### config.mk
export PLATFORM = sky130hd
export DESIGN_NAME = if_id_ex_pipe
export DESIGN_NICKNAME = d
export VERILOG_FILES = /design/src/rtl/if_id_ex_pipe.sv
export SDC_FILE = /design/constraint.sdc
export NUM_CORES = 1
export LEC_CHECK = 0
export ABC_AREA = 1
export CELL_PAD_IN_SITES_DETAIL_PLACEMENT = 1
export CELL_PAD_IN_SITES_GLOBAL_PLACEMENT = 1
export CORE_ASPECT_RATIO = 0.8
export CORE_MARGIN = 4
export CORE_UTILIZATION = 30
export DETAILED_ROUTE_END_ITERATION = 10
export PLACE_DENSITY_LB_ADDON = 0.2
export SLEW_MARGIN = 10
export SYNTH_ARGS = -nofsm -noshare
export SYNTH_HDL_FRONTEND = slang
export SYNTH_SLANG_ARGS = --single-unit
### constraint.sdc
create_clock -name clk -period 15.8 [get_ports clk]
set_input_delay 3.16 -clock clk [delete_from_list [all_inputs] [get_ports clk]]
set_output_delay 3.16 -clock clk [all_outputs]
set_load 0.03 [all_outputs]
### src/rtl/if_id_ex_pipe.sv
// Front-end pipeline registers (PC, IF/ID, ID/EX) with stall/flush/redirect
// handling and saturating hazard-event counters.
module if_id_ex_pipe #(
  parameter logic [31:0] RESET_PC  = 32'h0000_0000,
  parameter logic [31:0] NOP_INSTR = 32'h0000_0013,
  parameter int          CNT_W     = 32
) (
  input  logic             clk,
  input  logic             rst,
  input  logic             Stall_F,
  input  logic             Stall_D,
  input  logic             Flush_D,
  input  logic             Flush_E,
  input  logic             PCSrc_E,
  input  logic [31:0]      PCTarget_E,
  input  logic [31:0]      Instr_F,
  output logic [31:0]      PC_F,
  output logic [31:0]      Instr_D,
  output logic [31:0]      PC_D,
  output logic [31:0]      PCPlus4_D,
  output logic             Valid_D,
  input  logic [31:0]      RD1_D,
  input  logic [31:0]      RD2_D,
  input  logic [31:0]      Imm_D,
  input  logic [4:0]       RS1_D,
  input  logic [4:0]       RS2_D,
  input  logic [4:0]       RD_D,
  input  logic [9:0]       Ctrl_D,
  output logic [31:0]      RD1_E,
  output logic [31:0]      RD2_E,
  output logic [31:0]      Imm_E,
  output logic [31:0]      PC_E,
  output logic [31:0]      PCPlus4_E,
  output logic [4:0]       RS1_E,
  output logic [4:0]       RS2_E,
  output logic [4:0]       RD_E,
  output logic [9:0]       Ctrl_E,
  output logic             Valid_E,
  input  logic             CntClr,
  output logic [CNT_W-1:0] StallCnt,
  output logic [CNT_W-1:0] FlushCnt,
  output logic [CNT_W-1:0] RedirCnt
);

  logic [31:0] pc_plus4_f;
  assign pc_plus4_f = PC_F + 32'd4;

  // Redirect outranks a fetch stall so a taken branch is never lost.
  always_ff @(posedge clk or posedge rst) begin
    if (rst) begin
      PC_F <= RESET_PC;
    end else if (PCSrc_E) begin
      PC_F <= PCTarget_E;
    end else if (!Stall_F) begin
      PC_F <= pc_plus4_f;
    end
  end

  always_ff @(posedge clk or posedge rst) begin
    if (rst) begin
      Instr_D   <= NOP_INSTR;
      PC_D      <= '0;
      PCPlus4_D <= '0;
      Valid_D   <= 1'b0;
    end else if (Flush_D) begin
      Instr_D   <= NOP_INSTR;
      PC_D      <= '0;
      PCPlus4_D <= '0;
      Valid_D   <= 1'b0;
    end else if (!Stall_D) begin
      Instr_D   <= Instr_F;
      PC_D      <= PC_F;
      PCPlus4_D <= pc_plus4_f;
      Valid_D   <= 1'b1;
    end
  end

  // A flushed EX slot carries all-zero control, so it cannot write state.
  always_ff @(posedge clk or posedge rst) begin
    if (rst) begin
      RD1_E     <= '0;
      RD2_E     <= '0;
      Imm_E     <= '0;
      PC_E      <= '0;
      PCPlus4_E <= '0;
      RS1_E     <= '0;
      RS2_E     <= '0;
      RD_E      <= '0;
      Ctrl_E    <= '0;
      Valid_E   <= 1'b0;
    end else if (Flush_E) begin
      RD1_E     <= '0;
      RD2_E     <= '0;
      Imm_E     <= '0;
      PC_E      <= '0;
      PCPlus4_E <= '0;
      RS1_E     <= '0;
      RS2_E     <= '0;
      RD_E      <= '0;
      Ctrl_E    <= '0;
      Valid_E   <= 1'b0;
    end else begin
      RD1_E     <= RD1_D;
      RD2_E     <= RD2_D;
      Imm_E     <= Imm_D;
      PC_E      <= PC_D;
      PCPlus4_E <= PCPlus4_D;
      RS1_E     <= RS1_D;
      RS2_E     <= RS2_D;
      RD_E      <= RD_D;
      Ctrl_E    <= Ctrl_D;
      Valid_E   <= Valid_D;
    end
  end

  function automatic logic [CNT_W-1:0] sat_inc(input logic [CNT_W-1:0] cnt,
                                               input logic inc);
    if (inc && (cnt != {CNT_W{1'b1}}))
      return cnt + 1'b1;
    return cnt;
  endfunction

  // Clear has priority over any increment in the same cycle.
  always_ff @(posedge clk or posedge rst) begin
    if (rst) begin
      StallCnt <= '0;
      FlushCnt <= '0;
      RedirCnt <= '0;
    end else if (CntClr) begin
      StallCnt <= '0;
      FlushCnt <= '0;
      RedirCnt <= '0;
    end else begin
      StallCnt <= sat_inc(StallCnt, Stall_F);
      FlushCnt <= sat_inc(FlushCnt, Flush_E);
      RedirCnt <= sat_inc(RedirCnt, PCSrc_E);
    end
  end

endmodule

## Yosys cells after proc, flatten, opt, wreduce, memory -nomap -nowiden

Index checks and enable logic that the tools add are counted.

- Add/sub/neg operators: 4
- Reductions and logical operators: 6
- Muxes and demuxes: 35
- Equality and inequality tests: 5

Operators by type and width:

| kind | count |
|---|---|
| $mux W32 | 22 |
| $add A32 B1 Y32 const B | 3 |
| $ne A32 B32 Y1 const B | 3 |
| $add A32 B3 Y32 const B | 1 |
| $mux W5 | 3 |
| $mux W10 | 1 |
| $mux W1 | 9 |
| $reduce_bool A2 Y1 | 3 |
| $ne A2 B1 Y1 const B | 2 |
| $logic_and A1 B1 Y1 | 3 |

- Register bits: 411
- Input bits: 193
- Output and inout port bits: 411

## Depth between registers and ports, before layout

- Depth after elaboration: 6
- Gate-level depth with buffers: 12
- Depth with buffers taken out: 11

## Worst setup path after synthesis

No wires, ideal clock.

- Path kind: input to register
- From: input port PCSrc_E
- To: register PC_F[20]
- Setup slack: 11,517 ps
- Library setup time: 65 ps
- Stages: 7
- Data required time: 15,735 ps
- Path buffers: 2
- Arrival: 4,218 ps
- Cell sequence: clkbuf_1 -> nor2_1 -> inv_1 -> clkbuf_1 -> o21ai_0 -> inv_1 -> nand2_1

- Word-level cells in the longest chain between the ends: 1

RTL lines:

| item | line | source |
|---|---|---|
| start: declaration | 14 | `input logic PCSrc_E,` |
| $ne A2 B1 Y1 (no line) or $mux W32 (tied branches) | -- |  |
| end signal: assignment | 53 | `PC_F <= PCTarget_E;` |
| end signal: assignment | 55 | `PC_F <= pc_plus4_f;` |
| end: declaration | 17 | `output logic [31:0] PC_F,` |

Parallel ways exist; a longest one is shown, timed or not.
A chain may end at the register's enable or synchronous reset.

## Worst setup path after layout

- From: input port CntClr
- To: register RedirCnt[25]

- Word-level cells in the longest chain between the ends: 1

RTL lines:

| item | line | source |
|---|---|---|
| start: declaration | 39 | `input logic CntClr,` |
| $mux W32 or $reduce_bool A2 Y1 (tied branches) | -- |  |
| end signal: assignment | 136 | `RedirCnt <= sat_inc(RedirCnt, PCSrc_E);` |
| end: declaration | 42 | `output logic [CNT_W-1:0] RedirCnt` |

Parallel ways exist; a longest one is shown, timed or not.

==> implementation parameters <==
Parameter                              Value

Outcome
  Outcome ... finished, final reports clean

Placement
  # port buffers ... about 600
  Routability congestion estimate ... 0.877
  Setup slack after placement ... 9.63 ns
  Dpl cell area ... 0.0249 mm^2
  HPWL reported at the end of detailed placement ... approximately 55000 um

Yosys
  Fraction of registers with async set or reset after synthesis ... 1.00
  Post-Syn Nets ... 2406
  Count of flip-flops with a built-in enable after synthesis ... 0
  Cell area after synthesis ... 0.0181 mm^2
  Cell taking the most area after synthesis ... dfrtp_1
  Share of the yosys chip area belonging to registers ... 0.562
  Proportion of netlist area held by the largest area contributor ... 0.558
  Syn avg cell area ... 8.20 um^2
  Flip-flop and latch count after synthesis ... roughly 410
  Gate count of the mapped netlist ... roughly 2200
  Synth Flop Type ... dfrtp_1
  Number of synthesis warnings ... 0
  Leading cell types by total area after synthesis ... dfrtp_1, nand2_1, nor2_1
  Count of different cell masters after synthesis ... 34

Setup path
  Slowest stage cell, crit path ... clkdlybuf4s50_1
  Most Frequent Cell on Critical Path ... nand2_1
  Endpoint type of the worst setup path ... flip-flop
  Largest fanout of any net on the critical path ... between 50 and 60
  R2R cell count ... 9
  Start-to-end type of the worst setup path ... in -> reg
  Worst-path cell chain ... clkdlybuf4s50_1, inv_2, buf_4, nand2_4, clkinv_4, nand2_1, nand2_1
  Kind of start point of the critical path ... input port
  Data required time of the worst path ... between 15 and 20 ns
  R2R Path End ... FlushCnt[0]
  Crit path largest cell delay ... 0.80 ns
  Startpoint of the lowest-slack register-to-register path ... FlushCnt[0]
  Arrival time of the worst setup path ... 5.96 ns
  Worst-case register-to-register setup slack ... 13.48 ns

Die
  DIE WIDTH ... between 200 and 300 um
  Count of pins on the block boundary ... 604
  Area enclosed by the die boundary ... 0.0644 mm^2
  Core Area ... 0.0598 mm^2
  Placement Rows ... 80
  Initial cell density of the core ... 0.303
  Vertical extent of the die ... 228 um

Min path
  Hold-critical path endpoint ... Instr_D[13]
  Hold/Removal Path Class ... reg -> reg
  Hold Crit Start ... Instr_D[13]
  Hold Path Depth ... 1

Timing
  RSZ-0062 raised after global routing ... no
  Setup Viol. Count Final ... 0
  Setup TNS ... 0 ns
  F_max ... between 150 and 200 MHz
  Final worst path period share ... 0.346
  Worst clock skew ... 0.0287 ns
  Number of hold violations in the final report ... 0
  Transition at the pin with the smallest max-transition slack ... 1.05 ns
  Pins Over Slew Limit ... 0
  Minimum setup slack in the final design ... 10.33 ns
  Post-route minimum period ... 5.47 ns
  Remaining max-slew budget at the tightest pin ... 0.302

Pwr
  Leakage power of the design ... between 10 and 15 nW
  Worst vdd ir ... 75.3 uV
  Ratio of total power to cell area ... 99.8 mW/mm^2
  Final total power ... 2.64 mW

Run
  Number of violations of the max-capacitance limit ... 0

Routing
  Per-cell via count in the routed design ... 4.68
  Total DRC errors in the routed layout ... 0
  Mean routed wirelength per cell ... 20.1 um
  Wire length reported by the detailed router ... 72800 um
  Number of search-and-repair iterations in the first detailed-routing pass ... 4
  Detail Route Antenna Nets ... 0
  Total via count after detailed routing ... 16919
  DR iter-0 viols ... 1009

Cells and area
  Share of post-route cells with drive strength above 1 ... 0.0540
  Area Growth Syn to Fin ... 46.2%
  Net count of the finished layout ... 2997
  Number of filler instances in the final layout ... about 7000
  Post-Layout Inst Area ... about 0.026 mm^2

Clocking
  Clk slew on worst S/H paths ... 0.06 ns
  Maximum root-to-sink buffer count ... 3
  Clk root buf ... clkbuf_16
  Number of buffers added by the clock tree synthesis step ... 47
  Number of post-CTS setup repair buffers ... 0
  Clock tree from TritonCTS ... built
  Skew-Pair Late Insertion Delay ... 0.57 ns
  Post-cts repair resize count ... 0
  Quantity of hold-fixing buffers added after cts ... 0
  CTS H-tree lvls ... 2
  Sinks on Clock Net ... just over 400

Global route
  Antenna violations before repair ... 9
  Number of global-route vias before repair ... 17918
  Maximum number of pins on one net before global-route repair ... 172
  Total Routing Usage GR ... 0.223
  Global-route wire length before repair ... roughly 110000 um
  Remaining Overflow, GRT ... 0
==> synthesized netlist by cell type, types with 3 or more instances <==
library cell / count
nor2_2: 3
o221ai_1: 5
xnor2_1: 10
o22a_1: 3
dfrtp_1: 404
nand2_4: 7
o21ai_0: 38
xor2_1: 33
nand3b_1: 3
dfstp_2: 3
clkbuf_1: 51
inv_1: 312
nand3_1: 105
nor2_4: 6
buf_4: 4
nand2_1: 632
a21oi_1: 4
nor2_1: 395
buf_1: 7
o22ai_1: 32
nand2_2: 16
nand4_1: 60
buf_6: 5
buf_2: 6
ha_1: 4
o211ai_1: 5
a22o_1: 29
or2_2: 17
==> final cells by class <==
type / count / area, um^2 / area share
diodes: 6 / 15.0 / 0.000567
clock buffers: 63 / 1350 / 0.0509
clock inverters: 20 / 229 / 0.00864
inverters: 317 / 1210 / 0.0457
multi-input cells: 1411 / 6390 / 0.241
flip-flops and latches: 407 / 10200 / 0.385
well taps: 779 / 975 / 0.0368
repair buffers: 616 / 6140 / 0.232
==> power by group <==
group	internal [mW]	switching, mW	total [mW]	leakage [nW]
Clock	0.664	0.453	1.12	0.783
Sequential	1.09	0.0379	1.13	5.41
Combinational	0.154	0.245	0.399	6.17
==> logic make-up (layout without fill, tap and decap cells) <==
| family | count (synthesis) | in the layout | share of synthesized area |
|---|---|---|---|
| buffers and inverters | 391 | 1016 | 0.0859 |
| other | 0 | 6 | 0 |
| DFF | 407 | 407 | 0.562 |
| and+or+nand+nor | 1246 | 1246 | 0.285 |
| adders and majority gates | 4 | 4 | 0.00276 |
| AOI/OAI and AO/OA | 118 | 118 | 0.0434 |
| xor gates and xnor gates | 43 | 43 | 0.0208 |
==> cells in the final DEF (no fill, tap or decap), drive strengths merged, types with 33 or more instances in the layout <==
cell,synthesis,layout
inv,313,313
o21ai,38,38
nor2,404,404
clkbuf,51,63
clkdlybuf4s50,0,601
nand2,655,655
xor2,33,33
nand3,105,105
nand4,60,60
dfrtp,404,404
==> flip-flops by register name, summed over array words and instances (netlist names), 32 cells and up <==
signal     flops
FlushCnt      32
RD1_E         32
RedirCnt      32
PCPlus4_E     32
PC_F          32
StallCnt      32
Imm_E         32
RD2_E         32
Instr_D       32
PC_D          32
==> stage by stage <==
stage	hold WS [ns]	cells	utilization
3_5_place_dp	0.485	3530	0.417
3_3_place_gp	0.486	3530	0.417
5_1_grt	0.519	3616	0.443
2_1_floorplan	0.591	2209	-
4_1_cts	0.503	3613	0.443
6_report	0.501	3619	0.443
==> critical path, delay by kind of cell <==
family | cells | cell delay (ns)
buf+inv | 4 | 2.43
simple gates | 3 | 0.34
==> routing by layer <==
| layer | up-vias | share of wire | GRT usage |
|---|---|---|---|
| met3 | 95 | 0.061 | 0.0529 |
| met1 | 8441 | 0.43 | 0.293 |
| li1 | 7969 | - | - |
| met5 | - | 0.00037 | 0 |
| met4 | 4 | 0.024 | 0.0569 |
| met2 | 410 | 0.48 | 0.371 |
==> worst max path at each step <==
stage	start	endpoint	slack, ns	depth (start not counted)
4_1_cts	rst	Imm_E[23]	10.25	4
3_3_place_gp	rst	Imm_E[1]	9.71	4
5_1_grt	rst	Imm_E[23]	9.96	4
3_5_place_dp	rst	Imm_E[18]	9.63	4
6_report	CntClr	RedirCnt[25]	10.33	7
2_1_floorplan	rst	Ctrl_E[0]	1.32	1
No activity file was read; power rests on OpenSTA's default activity.
